## config.mk

```make
export PLATFORM = sky130hd
export DESIGN_NAME = dac_i2s_tx
export DESIGN_NICKNAME = d
export VERILOG_FILES = /design/src/rtl/dac_i2s_tx.sv
export SDC_FILE = /design/constraint.sdc
export NUM_CORES = 1
export LEC_CHECK = 0
export CORE_MARGIN = 5
export CORE_UTILIZATION = 50
export DETAILED_ROUTE_END_ITERATION = 7
export GPL_ROUTABILITY_DRIVEN = 0
export PLACE_DENSITY_LB_ADDON = 0.25
export SYNTH_ARGS = -nofsm -noshare
export SYNTH_HDL_FRONTEND = slang
export SYNTH_SLANG_ARGS = --single-unit
```

## constraint.sdc

```tcl
create_clock -name clk12Mhz -period 2.05 [get_ports clk12Mhz]
set_input_delay 0.5125 -clock clk12Mhz [delete_from_list [all_inputs] [get_ports clk12Mhz]]
set_output_delay 0.5125 -clock clk12Mhz [all_outputs]
set_load 0.02 [all_outputs]
```

## src/rtl/dac_i2s_tx.sv

```systemverilog
// dac_i2s_tx: I2S stereo transmitter for the audio DAC. It waits for the DAC sequencer's
// ready flag and takes sample pairs through a one-deep holding register.
module dac_i2s_tx #(
    parameter int DATA_W    = 16,
    parameter int BCLK_HALF = 2,
    parameter int SLOT_BITS = 32
) (
    input  logic              clk12Mhz,
    input  logic              RESET_n,
    input  logic              dac_ready,
    input  logic [DATA_W-1:0] sample_l,
    input  logic [DATA_W-1:0] sample_r,
    input  logic              sample_valid,
    output logic              sample_ready,
    output logic              bclk,
    output logic              lrclk,
    output logic              sdata,
    output logic              underrun
);
    localparam int FRAME = 2 * SLOT_BITS;
    localparam int BC_W  = $clog2(FRAME);
    localparam int DIV_W = (BCLK_HALF > 1) ? $clog2(BCLK_HALF) : 1;
    localparam logic [BC_W-1:0]  BC_LAST  = BC_W'(FRAME - 1);
    localparam logic [BC_W-1:0]  L_HI     = BC_W'(DATA_W);
    localparam logic [BC_W-1:0]  R_LO     = BC_W'(SLOT_BITS + 1);
    localparam logic [BC_W-1:0]  R_HI     = BC_W'(SLOT_BITS + DATA_W);
    localparam logic [BC_W-1:0]  SLOT     = BC_W'(SLOT_BITS);
    localparam logic [DIV_W-1:0] DIV_LAST = DIV_W'(BCLK_HALF - 1);

    typedef enum logic {IDLE, RUN} state_t;

    state_t            r_state, w_state_nx;
    logic [DIV_W-1:0]  r_div;
    logic [BC_W-1:0]   r_bc;
    logic              r_bclk, r_lrclk, r_sdata, r_underrun, r_full;
    logic [DATA_W-1:0] r_hold_l, r_hold_r, r_sh_l, r_sh_r;

    logic              w_start, w_run, w_tick, w_fall, w_load, w_acc, w_in_l, w_in_r;
    logic [BC_W-1:0]   w_bc_nx;

    always_ff @(posedge clk12Mhz or negedge RESET_n) begin
        if (!RESET_n) r_state <= IDLE;
        else          r_state <= w_state_nx;
    end

    always_comb begin
        w_state_nx = dac_ready ? RUN : IDLE;
    end

    always_comb begin
        sample_ready = (r_state == RUN) && !r_full;
        bclk         = r_bclk;
        lrclk        = r_lrclk;
        sdata        = r_sdata;
        underrun     = r_underrun;
    end

    assign w_start = (r_state == IDLE) && dac_ready;
    assign w_run   = (r_state == RUN) && dac_ready;
    assign w_tick  = (r_div == DIV_LAST);
    assign w_fall  = w_run && w_tick && r_bclk;
    assign w_bc_nx = (r_bc == BC_LAST) ? '0 : r_bc + 1'b1;
    assign w_load  = w_start || (w_fall && (w_bc_nx == '0));
    assign w_acc   = sample_valid && sample_ready;
    assign w_in_l  = (w_bc_nx != '0) && (w_bc_nx <= L_HI);
    assign w_in_r  = (w_bc_nx >= R_LO) && (w_bc_nx <= R_HI);

    always_ff @(posedge clk12Mhz or negedge RESET_n) begin
        if (!RESET_n) begin
            r_div      <= '0;
            r_bc       <= '0;
            r_bclk     <= 1'b0;
            r_lrclk    <= 1'b0;
            r_sdata    <= 1'b0;
            r_underrun <= 1'b0;
            r_full     <= 1'b0;
            r_hold_l   <= '0;
            r_hold_r   <= '0;
            r_sh_l     <= '0;
            r_sh_r     <= '0;
        end else if (!w_run && !w_start) begin
            // idle, or dac_ready dropped: silence and discard any pending sample
            r_div      <= '0;
            r_bc       <= '0;
            r_bclk     <= 1'b0;
            r_lrclk    <= 1'b0;
            r_sdata    <= 1'b0;
            r_underrun <= 1'b0;
            r_full     <= 1'b0;
        end else begin
            r_underrun <= 1'b0;
            if (w_acc) begin
                r_full   <= 1'b1;
                r_hold_l <= sample_l;
                r_hold_r <= sample_r;
            end
            if (w_start) begin
                r_div   <= '0;
                r_bc    <= '0;
                r_bclk  <= 1'b0;
                r_lrclk <= 1'b0;
                r_sdata <= 1'b0;
            end else begin
                r_div <= w_tick ? '0 : r_div + 1'b1;
                if (w_tick) r_bclk <= ~r_bclk;
                if (w_fall) begin
                    r_bc    <= w_bc_nx;
                    r_lrclk <= (w_bc_nx >= SLOT);
                    r_sdata <= w_in_l ? r_sh_l[DATA_W-1] : w_in_r ? r_sh_r[DATA_W-1] : 1'b0;
                    if (w_in_l) r_sh_l <= r_sh_l << 1;
                    if (w_in_r) r_sh_r <= r_sh_r << 1;
                end
            end
            // the load sees the pre-accept holding state, so a same-cycle sample waits a frame
            if (w_load) begin
                r_sh_l     <= r_full ? r_hold_l : '0;
                r_sh_r     <= r_full ? r_hold_r : '0;
                r_underrun <= !r_full;
                if (r_full) r_full <= 1'b0;
            end
        end
    end
endmodule

```

==> impl_metrics.toml <==
[run_status]
outcome = "finished with violations"
violations = "negative setup slack"

[synth]
synthesis.area_um2 = 3570
ys.warnings.count = 0
synthesis.nets = 341
syn_area_per_cell_um2 = 11.8
synth_top_area_frac = 0.539
synth_cells = 302
ys_types = 43
synth_flop_cell = "dfrtp_1"
ys_seq_area_frac = 0.539
synth_edf_count = 0
synth_area_leader_cell = "dfrtp_1"
synth.most_common_cell = "dfrtp_1"
ys_async_sr_fraction = 1.00
synth-seq-cells = 77
synthTopCellsByArea = "dfrtp_1 54%, mux2_2 10%, mux2i_1 4.2%"
synth.cells.most_frequent = "77 x dfrtp_1, 32 x mux2_2, 21 x nand3_1, 19 x inv_1"

[setup_path]
path_delay_family = "compound AO/OA/AOI/OAI gates"
cp.required_ns = 2.27
crit_path_start_kind = "flip-flop"
path_class = "reg2reg"
rr_startpoint = "r_bc[2]$_DFFE_PN0P_"
worstSetupPathDepth = 8
cp-end-kind = "flip-flop"
crit_buf_inv = 2
r2r_cells = 8
cp.arrival_ns = 2.36
cpPeakStageDelay_ns = 0.53
critPathSlowestCell = "dfrtp_1"
path_max_fanout = 9
path_cells = "nand3_1 -> o22ai_2 -> a31oi_4 -> buf_12 -> o31ai_4 -> a2bb2oi_4 -> clkbuf_16 -> o21ai_0"
crit_start = "r_bc[2]$_DFFE_PN0P_"

[global_routing]
grt_pass1_vias = 2681
grt_pass1_wl_mm = 12.8
grt_usage = 0.185
antenna_found_initial = 0
grt_overflow = 0
grt_max_degree = 42

[power_and_ir_drop]
leakage_nw = 1.89
ir_drop_uv = 613
power_density_nw_per_um2 = 799
fin_total_pwr_mw = 3.71

[timing]
fmax_ghz = 0.469
drv_slew = 0
grt_setup_unrepaired = "true"
finalSetupViolations = 31
fin_hold_ws_ns = 0.152
period_minus_slack_ns = 2.13
skew_ns = 0.00827
finalHoldViolations = 0
setup_ws_ns = -0.0821
slew_headroom = 0.637
period_share = 1.04
worstMarginPinSlew_ns = 0.545

[finish]
fin_nets = 404
n_antenna_cell = 0
utilization = 0.676
syn_to_final_growth_pct = 30.0
drive_above_1_share = 0.265

[routing]
drc_errors = 0
final_antenna_net_count = 0
vias = 2534
via_per_inst = 5.44
firstDrtPassIters = 4
wl_mm = 7.53
first_iter_violations = 103
wire_per_inst_um = 16.2

[clock_tree]
cts_sinks = 77
cts_buffers = 9
clock_latency_ns = 0.35
h-tree-depth = 3
cts-root-buf = "clkbuf_8"
hold_buffers = 0
path_clk_slew_ns = 0.08
cts_buffer_depth = 2
cts_tree = "done"

[min_path]
hp-class = "in2async"

[floorplan]
die_area_um2 = 8930
dieHeight_um = 94.5
initial_core_util = 0.520
die_w_um = 94.5
io_pins = 41
coreArea_um2 = 6870
rows = 30

[placed_design]
dp_hpwl_mm = 4.80
port_buffers = 40

[run]
maxCapViolations = 0
kinds of logic (layout without fill, tap and decap cells):
group,count (synthesis),in the layout,share of synthesized area
buffers and inverters,40,108,0.0578
AND/OR/NAND/NOR,57,57,0.0792
AO/OA/AOI/OAI,73,73,0.153
adder cells (fa/ha/maj),3,3,0.0105
multiplexers,47,47,0.143
XOR/XNOR,5,5,0.0175
flip-flops,77,77,0.539
sequential cells by signal (all words and copies together) (netlist names):
name / cells
underrun: 1
bclk: 1
r_div: 1
r_sh_r: 16
r_sh_l: 16
r_hold_l: 16
r_bc: 6
r_full: 1
r_state: 1
lrclk: 1
sdata: 1
r_hold_r: 16
worst register-to-register path, cell delays in order (launching register included):
cell	delay, ns
dfrtp_1	0.53
nand3_1	0.22
o22ai_2	0.19
a31oi_4	0.05
buf_12	0.15
o31ai_4	0.36
a2bb2oi_4	0.26
clkbuf_16	0.19
o21ai_0	0.07
worst paths after layout:
path	end	slack, ns
max	r_sh_r[1]$_DFFE_PN0P_	-0.08
min	r_hold_r[5]$_DFFE_PN0P_	0.15
max reg2reg	r_sh_r[1]$_DFFE_PN0P_	-0.08
min reg2reg	r_div$_DFF_PN0_	0.49
max in group asynchronous	r_hold_r[8]$_DFFE_PN0P_	1.36
min in group clk12Mhz	r_div$_DFF_PN0_	0.49
area by class of cell:
| type | instances | area [um^2] |
|---|---|---|
| Sequential cell | 77 | 1930 |
| Multi-Input combinational cell | 185 | 1480 |
| Timing Repair Buffer | 73 | 812 |
| Inverter | 19 | 71.3 |
| Clock inverter | 6 | 95.1 |
| Tap cell | 96 | 120 |
| Fill cell | 534 | 2230 |
| Clock buffer | 10 | 138 |
cells in the final DEF (no fill, tap or decap), drive strengths merged, types with 4 or more instances in the layout:
master,Yosys,routed
mux2,32,32
mux2i,15,15
nand2,9,9
o21ai,36,36
a211oi,4,4
clkbuf,11,12
buf,10,32
inv,19,20
dfrtp,77,77
nor2,12,12
a21oi,5,5
clkdlybuf4s50,0,38
nand3,22,22
a32oi,15,15
through the flow:
stage / worst slack [ns] / instance area, um^2 / instances / setup TNS (ns)
2_1_floorplan: -0.0661 / 3590 / 302 / -0.649
3_3_place_gp: -0.0665 / 4290 / 444 / -1.39
3_5_place_dp: -0.110 / 4290 / 444 / -2.57
4_1_cts: -0.0446 / 4550 / 461 / -0.137
5_1_grt: -0.198 / 4640 / 466 / -5.60
6_report: -0.0821 / 4640 / 466 / -1.16
layer usage:
layer  vias up  wire length [um]  GRT usage  share of wire
met3        14               286     0.0327          0.038
met2        56              3700      0.293           0.49
li1       1204                 -          -              -
met1      1260              3390      0.248           0.45
met5         -                 0          0              0
met4         0               155     0.0829          0.021
power by group:
| group | switching [mW] | total (mW) | internal, mW | leakage, nW |
|---|---|---|---|---|
| sequential | 0.148 | 1.92 | 1.77 | 0.977 |
| clock | 0.592 | 1.32 | 0.729 | 0.111 |
| combinational | 0.192 | 0.470 | 0.278 | 0.804 |
timing repair:
action                                  CTS  global route
pin swaps                                 1             0
endpoints found under the setup margin   25            34
resized for setup                         2             7
setup buffers                             1             2
gates cloned                              0             3
No activity file was read; power rests on OpenSTA's default activity.
